File: config.mk
export PLATFORM = sky130hd
export DESIGN_NAME = ram
export DESIGN_NICKNAME = d
export VERILOG_FILES = /design/src/rtl/ram.sv
export SDC_FILE = /design/constraint.sdc
export NUM_CORES = 1
export LEC_CHECK = 0
export CELL_PAD_IN_SITES_DETAIL_PLACEMENT = 2
export CELL_PAD_IN_SITES_GLOBAL_PLACEMENT = 2
export CORE_ASPECT_RATIO = 2
export CORE_MARGIN = 2
export CORE_UTILIZATION = 46
export DETAILED_ROUTE_END_ITERATION = 8
export GPL_TIMING_DRIVEN = 0
export PLACE_DENSITY_LB_ADDON = 0.1
export RECOVER_POWER = 100
export SLEW_MARGIN = 20
export SYNTH_ARGS = -nofsm -noshare
export SYNTH_HDL_FRONTEND = slang
export SYNTH_SLANG_ARGS = --single-unit
File: constraint.sdc
create_clock -name clk -period 2.1 [get_ports clk]
set_input_delay 0.63 -clock clk [delete_from_list [all_inputs] [get_ports clk]]
set_output_delay 0.63 -clock clk [all_outputs]
set_load 0.01 [all_outputs]
File: src/rtl/ram.sv
// 16 x 8 single-port synchronous scratch RAM, flop-based, write-first, registered read.
// Define RAM_PARITY_EN to add per-word even parity and the parity_err output.
module ram #(
  parameter int DATA_W = 8,
  parameter int ADDR_W = 4
) (
  input  logic              clk,
  input  logic              rst_n,
  input  logic              we,
  input  logic [ADDR_W-1:0] addr,
  input  logic [DATA_W-1:0] din,
  output logic [DATA_W-1:0] dout
`ifdef RAM_PARITY_EN
  ,
  output logic              parity_err
`endif
);

  localparam int DEPTH = 1 << ADDR_W;

  logic [DATA_W-1:0] mem_q [DEPTH];
  logic [DATA_W-1:0] mem_d [DEPTH];
  logic [DATA_W-1:0] dout_q;
  logic [DATA_W-1:0] dout_d;

  // Write-first: a read at the address being written returns the new data.
  always_comb begin
    mem_d  = mem_q;
    dout_d = mem_q[addr];
    if (we) begin
      mem_d[addr] = din;
      dout_d      = din;
    end
  end

  always_ff @(posedge clk or negedge rst_n) begin
    if (!rst_n) begin
      mem_q  <= '{default: '0};
      dout_q <= '0;
    end else begin
      mem_q  <= mem_d;
      dout_q <= dout_d;
    end
  end

  assign dout = dout_q;

`ifdef RAM_PARITY_EN
  logic par_q [DEPTH];
  logic par_d [DEPTH];
  logic parity_err_q;
  logic parity_err_d;

  // Stored bit is the XOR of the data, so data plus parity has even weight;
  // the cleared state (data 0, parity 0) is therefore consistent.
  always_comb begin
    par_d        = par_q;
    parity_err_d = (^mem_q[addr]) != par_q[addr];
    if (we) begin
      par_d[addr]  = ^din;
      parity_err_d = 1'b0;
    end
  end

  always_ff @(posedge clk or negedge rst_n) begin
    if (!rst_n) begin
      par_q        <= '{default: 1'b0};
      parity_err_q <= 1'b0;
    end else begin
      par_q        <= par_d;
      parity_err_q <= parity_err_d;
    end
  end

  assign parity_err = parity_err_q;
`endif

endmodule

## Word level (Yosys, flattened, before mapping)

Cells that the tools add are included.

| word-level totals | value |
|---|---|
| register bits | 136 |
| input bits | 15 |
| output and inout bits | 8 |
| logic and storage cells | 28 |

| operators by class | value |
|---|---|
| $lt $le $gt $ge | 2 |
| muxes and demuxes | 7 |
| bitwise gates (word level) | 1 |
| reduce and logical (&&, ||, !) cells | 1 |

Operators with widths:

| cell | count |
|---|---|
| 128-bit bitwise mux | 1 |
| 8-bit binary-select mux with 4-bit select | 1 |
| 8-bit demux with 4-bit select | 1 |
| 8-bit 2-to-1 mux | 4 |
| 5-bit greater-or-equal comparator, second input constant | 1 |
| 5-bit by 1-bit less-than comparator with 1-bit output, second input constant | 1 |
| 4-bit inverter with 5-bit output | 1 |
| 1-bit logical AND | 1 |

## Logic depth before layout (Yosys ltp)

| depth | value |
|---|---|
| word-level depth | 6 |
| gate-level depth with buffers | 7 |

## Worst setup path after synthesis

Ideal clock, no wire load.

| timing path | value |
|---|---|
| path kind | input to register |
| start point | input addr[0] |
| end point | register mem_q[73] in the netlist's numbering |
| data arrival time | 1,903 ps |
| data required time | 1,975 ps |
| setup slack | 72 ps |
| cell stages on the path | 6 |
| cell sequence | buf_6 > buf_4 > nor3b_1 > nor2b_1 > buf_2 > mux2_2 |

| on the way | value |
|---|---|
| word-level cells in the longest chain between the ends | 6 |
| elaborated cells on any way between the ends | 7 |

RTL lines:

| what | line | source |
|---|---|---|
| start, declared | 10 | `input logic [ADDR_W-1:0] addr,` |
| 4-bit inverter with 5-bit output (implied by the code) * | 31 | `mem_d[addr] = din;` |
| 5-bit greater-or-equal comparator (implied by the code) / 5-bit by 1-bit less-than comparator with 1-bit output (equally long branches) | 31 |  |
| 1-bit logical AND (implied by the code) | 31 |  |
| 8-bit 2-to-1 mux (implied by the code) | 31 |  |
| 8-bit demux with 4-bit select * | 31 |  |
| 128-bit bitwise mux * | 31 |  |
| end signal, assigned | 41 | `mem_q <= mem_d;` |
| end, declared | 21 | `logic [DATA_W-1:0] mem_q [DEPTH];` |

Every way passes the cells marked *; elsewhere a longest branch is shown, timed or not.
A chain may end at the register's enable or synchronous reset.

## Final worst setup path

| timing path | value |
|---|---|
| start point | input addr[3] |
| end point | register mem_q[104] in the netlist's numbering |

Same word-level chain as after synthesis.

==> results <==
- The global-route total usage across every layer is 0.276.
- The footprint of the flip-flops and latches is 0.00340 sq mm.
- The library cell used most frequently in the layout, excluding fill and tap cells, is sky130_fd_sc_hd__dfrtp_1.
- The cell area that synthesis handed to floorplanning was 0.00605 sq mm.
- In the synthesized netlist the async set-or-reset flop fraction comes to 1.00.
- The synthesized instance count is 464.
- During synthesis, Yosys emitted a total of 0 warnings.
- The ratio of total power to cell area is 1080 mW/mm^2.
- The leakage power summed over all cells is 3.23 nW.
- The core area is 0.0129 sq mm.
- The initial antenna violation count is 0.
- Of the cells placed in the final design, the portion with a size suffix greater than 1 is 0.381.
- Before CTS, the worst setup slack after placement is -0.767 ns.
- In the finished design, the share of the clock period the worst path needs comes to 1.10.
- Across the routed clock network, the largest skew measured is 0.00899 ns.
- The area enclosed by the die boundary is 0.0141 sq mm.
- The number of remaining DRC errors is 0.
- The vias after detailed routing is 4158.
- In this run the tool buffered the top-level ports with 20 buffer cells.
- The die is 166 microns tall.
- Counting every net in the synthesized netlist gives 479.
- The path category of the worst min-delay check is input port to asynchronous set/reset pin.
- After synthesis the netlist holds a flip-flop and latch count of 136.
- IR analysis of the VDD net gives a maximum drop of 911 uV.
- The count of final max-slew check failures came to 0.
- The number of core rows is 59.
- TritonCTS built the clock tree.
- The clock passes through at most 2 buffers.
- The count of antenna-violating nets left after detailed routing is 0.
- STA classifies the critical path startpoint as an input port.
- The classification of the worst setup path is input port to register.
- The critical path data required time is 2.38 ns.
- The number of ports placed on the die boundary is 23.
- Counting the buffers created by CTS gives 17.
- The total congestion overflow is 0.
- Setup violations remaining at the end of the flow were counted as 39.
- The placed instance area is 0.00648 sq mm.
- In this run, synthesis inferred 0 flip-flops with an integrated enable.
- Leaving out fill and tap cells, the most frequent cells in the layout are 136 x sky130_fd_sc_hd__dfrtp_1, 87 x sky130_fd_sc_hd__mux2_2, 43 x sky130_fd_sc_hd__nand2_1.
- From left edge to right edge, the die measures 85.1 microns.
- Summed over all nets, the half-perimeter wirelength after detailed placement is 12300 microns.
- The most used flip-flop cell after synthesis is sky130_fd_sc_hd__dfrtp_1.
- For the pin with the worst max-slew slack, the measured transition is 1.50 ns.
- The number of nets in the layout is 532.
- After routing the design area is 0.00738 sq mm.
- The number of inserted filler cells in the final layout is 1188.
- The final reports fail on setup timing.
- The number of sinks handled by clock tree synthesis is 136.
- The initial cell density of the core is 0.469.
- The congestion estimate from routability-driven global placement came to 0.807.
- The area occupied by multi-input gates is 0.00263 sq mm.
- The number of global-route vias before repair is 4738.
- From synthesis to final layout, the design area changed by 21.9%.
- The final worst-path setup slack is -0.201 ns.
- The H-tree was split into 4 levels.
- The post-detailed-routing wire length is 20800 microns.
- The final instance count without filler cells is 682.
- The first-pass iteration count of the detailed router is 4.
- The largest net degree at the start of global routing is 106.
- The number of endpoints with negative hold slack in the final report came to 0.
- The relative slew slack is 0.00217.
- The clock latency reported for the late side of the worst-skew pair is 0.43 ns.
- The iteration-0 DRC count of the detailed router is 175.
- The final critical delay including setup and external delays is 2.30 ns.
- The mean area per synthesized cell is 13.0 sq um.
- Data arrives at the worst endpoint at 2.58 ns.
- The maximum operating frequency is 435 MHz.
- The flow ran to the end, but the final reports show violations.
- Hold repair after CTS inserted 0 buffers.
- The maximum fanout count along the critical path is 10.
- Hold timing on the final database bottoms out at a slack of 0.0490 ns.
- The first global-routing pass estimated 28700 microns of wire.
- The repair_antennas step left the layout with diodes totalling 0.
- The kind of end point of the critical path is a register.
- The share of the Yosys chip area taken by registers is 0.562.
- The number of placed instances, taps included, is 637.
- The average routed wire per standard cell is 30.6 microns.
- The number of violations of the max-capacitance limit is 0.
- Clock-pin slew was measured on the worst setup and hold paths at 0.06 ns.
- The count of distinct cell types in the synthesized netlist is 30.
- Once layout is complete, the utilization of the core stands at 0.571.
- The routed via count divided by cell count is 6.10.
- In this run the clock root is driven by a sky130_fd_sc_hd__clkbuf_16.
[repair_timing]
action	4_1_cts	5_1_grt
pin swaps	1	6
gates resized for setup	23	42
buffers inserted	0	19
setup endpoints to repair	122	132
[area by class of cell]
type	count	area share
clock buffers	18	0.0595
multi-input cells	288	0.356
repair buffers	40	0.0502
flip-flops and latches	136	0.461
inverters	7	0.00356
clock inverters	14	0.0193
plain buffers	27	0.0244
well taps	152	0.0258
[sequential cells by signal, summed over array words and instances, names as in the netlist]
name,cells
dout,8
mem_q,128
[stage by stage]
step / power [mW] / setup TNS (ns)
after floorplan: 4.29 / 0
after global placement: 4.64 / -714.36
after detailed placement: 4.81 / -78.27
after CTS: 7.81 / -4.52
after global routing: 8.26 / -3.99
final: 7.95 / -3.25
[cells by family (layout without fill, tap and decap cells)]
family,after synthesis,after routing,synth area share
muxes,133,133,0.273
and+or+nand+nor,81,81,0.0637
DFF,136,136,0.562
AOI/OAI and AO/OA,74,74,0.0699
buffers and inverters,40,106,0.0312
[critical path: stages]
cell                              delay, ns
sky130_fd_sc_hd__clkdlybuf4s50_1       0.50
sky130_fd_sc_hd__buf_6                 0.19
sky130_fd_sc_hd__buf_4                 0.14
sky130_fd_sc_hd__nor3b_4               0.28
sky130_fd_sc_hd__buf_4                 0.17
sky130_fd_sc_hd__nand2b_2              0.11
sky130_fd_sc_hd__buf_4                 0.20
sky130_fd_sc_hd__o21ai_0               0.35
[synth_stat cells, types with 5 or more instances]
master                     instances  share of area
sky130_fd_sc_hd__o22ai_1          14          0.014
sky130_fd_sc_hd__nor4_1            7         0.0072
sky130_fd_sc_hd__inv_1             7         0.0043
sky130_fd_sc_hd__o21ai_0          39          0.032
sky130_fd_sc_hd__nand2b_1          5         0.0052
sky130_fd_sc_hd__clkbuf_1         19          0.012
sky130_fd_sc_hd__nor2_2            5         0.0052
sky130_fd_sc_hd__buf_2             9         0.0074
sky130_fd_sc_hd__mux4_2           17          0.063
sky130_fd_sc_hd__mux2_2           87           0.16
sky130_fd_sc_hd__nand2_1          45          0.028
sky130_fd_sc_hd__mux2i_1          29          0.048
sky130_fd_sc_hd__a22o_1            7          0.010
sky130_fd_sc_hd__a21oi_1           8         0.0066
sky130_fd_sc_hd__nor2_1            6         0.0037
sky130_fd_sc_hd__dfrtp_1         136           0.56
[worst paths after layout]
check | to | slack (ns) | start | depth (start not counted)
max in group asynchronous | dout[0] | 0.25 | rst_n | 2
worst max-delay path | mem_q[104] | -0.20 | addr[3] | 8
worst min register to register | mem_q[51] | 0.49 | mem_q[51] | 2
min in group clk | mem_q[51] | 0.49 | mem_q[51] | 2
worst min-delay path | mem_q[117] | 0.05 | rst_n | 1
worst max register to register | dout[4] | 0.25 | mem_q[92] | 4
[where the power goes]
part           leakage (nW)  total (mW)  switching, mW  internal [mW]
Clock                 0.281        2.97           1.28           1.69
Sequential             1.68        3.57          0.371           3.19
Combinational          1.27        1.41          0.702          0.707
[layer usage]
metal  part of all wire  GRT usage  wire length, microns
met5                  0          0                     0
met4              0.044      0.102                   919
met3              0.022     0.0408                   454
met2               0.54      0.498                 11200
met1               0.40      0.324                  8260
Power figures use the tool's default switching activity.
